<file path="config.mk">
export PLATFORM = sky130hd
export DESIGN_NAME = serial_add_ctrl
export DESIGN_NICKNAME = d
export VERILOG_FILES = /design/src/rtl/serial_add_pkg.sv /design/src/rtl/fa_cell.sv /design/src/rtl/serial_add_ctrl.sv
export SDC_FILE = /design/constraint.sdc
export NUM_CORES = 1
export LEC_CHECK = 0
export CAP_MARGIN = 30
export CELL_PAD_IN_SITES_DETAIL_PLACEMENT = 1
export CELL_PAD_IN_SITES_GLOBAL_PLACEMENT = 1
export CORE_MARGIN = 2
export CORE_UTILIZATION = 36
export DETAILED_ROUTE_END_ITERATION = 10
export PLACE_DENSITY = 0.89
export SYNTH_ARGS = -nofsm -noshare
export SYNTH_HDL_FRONTEND = slang
export SYNTH_SLANG_ARGS = --single-unit
</file>
<file path="constraint.sdc">
create_clock -name clk -period 7.3 [get_ports clk]
set_clock_uncertainty 0.2 [all_clocks]
set_input_delay 1.825 -clock clk [delete_from_list [all_inputs] [get_ports clk]]
set_output_delay 1.825 -clock clk [all_outputs]
set_load 0.005 [all_outputs]
</file>
<file path="src/rtl/serial_add_pkg.sv">
// Shared types and sizing helpers for the digit-serial adder.
// The digit count and counter width are derived here so the top and the bench agree on them.
package serial_add_pkg;

  typedef enum logic [1:0] {
    IDLE = 2'd0,
    RUN  = 2'd1,
    DONE = 2'd2
  } state_e;

  function automatic int calc_ndig(input int width, input int digit);
    return width / digit;
  endfunction

  // A single-digit configuration still needs a 1-bit counter.
  function automatic int calc_cnt_w(input int ndig);
    return (ndig > 1) ? $clog2(ndig) : 1;
  endfunction

endpackage

</file>
<file path="src/rtl/fa_cell.sv">
// One-bit full adder. It is purely combinational, with no handshake and no state.
module fa_cell (
  input  logic a,
  input  logic b,
  input  logic ci,
  output logic s,
  output logic co
);

  assign s  = a ^ b ^ ci;
  assign co = (a & b) | (a & ci) | (b & ci);

endmodule

</file>
<file path="src/rtl/serial_add_ctrl.sv">
// Digit-serial adder: a + b + cin over WIDTH/DIGIT cycles, LSB digit first, valid/ready on both sides.
// Result is held in DONE until out_ready; in_ready only in IDLE, so no overlap between operations.
module serial_add_ctrl
  import serial_add_pkg::*;
#(
  parameter int WIDTH = 64,
  parameter int DIGIT = 1
) (
  input  logic             clk,
  input  logic             rst,
  input  logic             in_valid,
  output logic             in_ready,
  input  logic [WIDTH-1:0] a,
  input  logic [WIDTH-1:0] b,
  input  logic             cin,
  output logic             out_valid,
  input  logic             out_ready,
  output logic [WIDTH-1:0] sum,
  output logic             cout,
  output logic             busy
);

  localparam int NDIG  = calc_ndig(WIDTH, DIGIT);
  localparam int CNT_W = calc_cnt_w(NDIG);
  localparam logic [CNT_W-1:0] LAST_CNT = CNT_W'(NDIG - 1);

  generate
    if ((WIDTH % DIGIT) != 0) begin : g_bad_digit
      $error("serial_add_ctrl: WIDTH must be a multiple of DIGIT");
    end
  endgenerate

  state_e            state_q, state_d;
  logic [WIDTH-1:0]  a_q, a_d;
  logic [WIDTH-1:0]  b_q, b_d;
  logic [WIDTH-1:0]  sum_q, sum_d;
  logic              carry_q, carry_d;
  logic [CNT_W-1:0]  cnt_q, cnt_d;

  logic [DIGIT:0]    chain_c;
  logic [DIGIT-1:0]  digit_s;
  logic [WIDTH-1:0]  sum_shift;

  assign chain_c[0] = carry_q;

  generate
    for (genvar gi = 0; gi < DIGIT; gi++) begin : g_fa
      fa_cell u_fa (
        .a  (a_q[gi]),
        .b  (b_q[gi]),
        .ci (chain_c[gi]),
        .s  (digit_s[gi]),
        .co (chain_c[gi+1])
      );
    end
  endgenerate

  // New digit enters at the MSB end; after NDIG shifts the first digit lands at bit 0.
  generate
    if (WIDTH > DIGIT) begin : g_shift_wide
      assign sum_shift = {digit_s, sum_q[WIDTH-1:DIGIT]};
    end else begin : g_shift_single
      assign sum_shift = digit_s;
    end
  endgenerate

  always_comb begin
    state_d   = state_q;
    a_d       = a_q;
    b_d       = b_q;
    sum_d     = sum_q;
    carry_d   = carry_q;
    cnt_d     = cnt_q;
    in_ready  = 1'b0;
    out_valid = 1'b0;
    busy      = 1'b0;
    case (state_q)
      IDLE: begin
        in_ready = 1'b1;
        if (in_valid) begin
          a_d     = a;
          b_d     = b;
          carry_d = cin;
          cnt_d   = '0;
          state_d = RUN;
        end
      end
      RUN: begin
        busy    = 1'b1;
        sum_d   = sum_shift;
        carry_d = chain_c[DIGIT];
        a_d     = a_q >> DIGIT;
        b_d     = b_q >> DIGIT;
        cnt_d   = cnt_q + 1'b1;
        if (cnt_q == LAST_CNT) begin
          state_d = DONE;
        end
      end
      DONE: begin
        busy      = 1'b1;
        out_valid = 1'b1;
        if (out_ready) begin
          state_d = IDLE;
        end
      end
      default: begin
        state_d = IDLE;
      end
    endcase
  end

  always_ff @(posedge clk or posedge rst) begin
    if (rst) begin
      state_q <= IDLE;
      a_q     <= '0;
      b_q     <= '0;
      sum_q   <= '0;
      carry_q <= 1'b0;
      cnt_q   <= '0;
    end else begin
      state_q <= state_d;
      a_q     <= a_d;
      b_q     <= b_d;
      sum_q   <= sum_d;
      carry_q <= carry_d;
      cnt_q   <= cnt_d;
    end
  end

  // The carry register is frozen outside RUN, so it doubles as the held carry-out.
  assign sum  = sum_q;
  assign cout = carry_q;

endmodule
</file>
==> metrics.txt <==
sequential fraction of the synthesis area between 50 and 60%; Final ANT Viol Nets 0; CTS Buf Count 23; number of cell rows between 50 and 60; total length of routed wires approximately 21000 um; Final #Nets between 1k and 1.5k; drt first-iter violations between 200 and 300; VDD IR max roughly 0.31 mV; post-layout util ~50%; largest net degree at the start of global routing between 200 and 300; Final Slew Violations 0; vias between 6k and 7k; Max Clk Rate 250 MHz; most frequent cells in the layout dfrtp_1 (201), clkdlybuf4s50_1 (200), nand2_1 (134), o21ai_0 (131), mux2i_1 (129); post-CTS resize count 0; Sink Count ~200; synthesized flop and latch total between 200 and 250; Die Span Y between 150 and 200 um; GRT Total Usage 16.6%; Mapped Nets slightly below 900; FF-to-FF setup slack around 4.3 ns; relative slew slack approximately 15%; CP peak stage delay between 0.6 and 0.7 ns; number of global-route vias before repair ~6.7k; FF-to-FF path depth 5; PnR worst setup slack between 3 and 4 ns; Syn Area/Cell 11.7 um2; H-tree level count 1; r2r startpoint state_q[1]; DR WL/cell 16.8 um; Register Area around 5000 um2; hold crit path type register to register; Post-Place Worst Slack around 3.2 ns; dpl cells between 1k and 1.5k; core area between 20000 and 25000 um2; RSZ-0062 raised after global routing no; Hold EP a_q[36]; Worst Path Required roughly 5.3 ns; Lkg Pwr between 5 and 6 nW; Least-Margin Pin Slew between 1 and 1.5 ns; post-cts hold buffer count 0; Final Hold Fails 0; status finished clean; period utilisation layout between 50% and 60%; Crit. End Element primary output; Crit Path Max Fanout 5; initial antenna violation count 1; Starting Density 36.9%; post-synthesis cell area just under 9000 um2; min-delay src a_q[36]; Worst-Skew Late Latency approximately 0.51 ns; cells after synthesis ~740; CP cell instances inv_1, ha_1, clkdlybuf4s50_1; vias per cell around 4.9; CTS Buffer Depth 3; endpoints failing setup 0; Hold Slack 0.281 ns; DRC 0; min Tclk post-route ~4 ns; multi-input logic area ~3400 um2; count of different cell masters after synthesis 22; CTS tree built; Layout Area Growth over Synthesis 34.5%; cell depth of the worst hold path 2; first-pass GRT wire length between 30000 and 40000 um; Diodes inserted 0; Crit Path Category register to primary output; full die area between 20000 and 30000 um2; Filler cells about 2.5k; CTS clk-pin slew, worst paths approximately 0.060 ns; I/O Buffers 200; Arr. time, crit path just under 2 ns; commonest non-fill, non-tap cell in the layout dfrtp_1; I/O pins 201; Layout Cells excl Fill ~1.3k; setup bufs post-CTS 0; startpoint types register; max-cap viol count 0; Placer Congestion ~0.73; clk root buf clkbuf_16; power per cell area 403 nW/um2; die width approximately 160 um; Crit-path slowest cell clkdlybuf4s50_1; share of cells above drive strength 1 around 12%; first-pass iteration count of the detailed router 4; total global routing overflow 0; DP HPWL 14200 um; Worst R2R End b_q[33]; Synthesis Warnings 0; Setup TNS 0 ns
cell type report:
cell class / count / share of cell area [%]
clock buffers: 27 / 5.30
multi-input cells: 484 / 29.2
well taps: 319 / 3.41
flip-flops and latches: 201 / 42.9
repair buffers: 204 / 17.7
inverters: 5 / 0.192
clock inverters: 13 / 1.25
cells by family (layout without fill, tap and decap cells):
| kind of cell | after synthesis | after routing | share of synthesized area [%] |
|---|---|---|---|
| flops | 201 | 201 | 57.8 |
| mux | 197 | 197 | 23.6 |
| simple gates | 143 | 143 | 6.34 |
| compound gates | 139 | 139 | 8.29 |
| buf+inv | 57 | 249 | 3.19 |
| fa+ha+maj | 5 | 5 | 0.805 |
sequential cells by signal, summed over array words and instances, names as in the netlist:
| name | count |
|---|---|
| a_q | 64 |
| b_q | 64 |
| cnt_q | 6 |
| cout | 1 |
| state_q | 2 |
| sum | 64 |
power breakdown:
| group | total, mW | switching (mW) | internal (mW) | leakage, nW |
|---|---|---|---|---|
| sequential | 1.83 | 0.268 | 1.56 | 2.57 |
| clock | 1.17 | 0.459 | 0.712 | 0.385 |
| combinational | 1.72 | 0.873 | 0.851 | 2.37 |
| total | 4.72 | 1.60 | 3.12 | 5.32 |
cells in the mapped netlist:
cell type,number,area share (%)
a21oi_1,1,0.057
a22o_1,3,0.30
a32o_1,1,0.11
a41o_1,1,0.11
and3_1,2,0.14
buf_1,1,0.043
buf_2,27,1.6
buf_4,8,0.69
clkbuf_1,16,0.69
dfrtp_1,201,58
fa_1,1,0.23
ha_1,4,0.57
inv_1,5,0.22
mux2_2,67,8.7
mux2i_1,130,15
nand2_1,134,5.8
nand2b_1,3,0.22
nand3_1,2,0.11
nor2_1,2,0.086
o21ai_0,131,7.5
o22a_1,1,0.10
o22ai_1,1,0.072
through the flow:
step	instance area, um2	total power [mW]
after floorplan	8710	3.02
after global placement	10900	3.45
after detailed placement	10900	3.59
after CTS	11700	4.79
after global routing	11700	5.07
final	11700	4.72
worst max-delay path: cells and delay by family (launching register included):
| kind | cells | cell delay (ns) |
|---|---|---|
| DFF | 1 | 0.42 |
| adders and majority gates | 1 | 0.32 |
| buffers and inverters | 2 | 0.72 |
how the worst max path moves through the flow:
| stage | from | endpoint |
|---|---|---|
| 3_5_place_dp | in_valid | cnt_q[5] |
| 6_report | state_q[0] | in_ready |
| 3_3_place_gp | in_valid | cnt_q[5] |
| 5_1_grt | state_q[0] | in_ready |
| 4_1_cts | state_q[0] | in_ready |
| 2_1_floorplan | rst | a_q[0] |
routing by layer:
layer  vias up  track usage (%)  share of wire, %  wire, um
met2       157             29.2                50     10500
met5         -                0                 0         0
met3        25             3.67               5.4      1130
li1       2918                -                 -         -
met1      3009             21.0                44      9180
met4         0             3.51               1.2       262
Power figures use the tool's default switching activity.
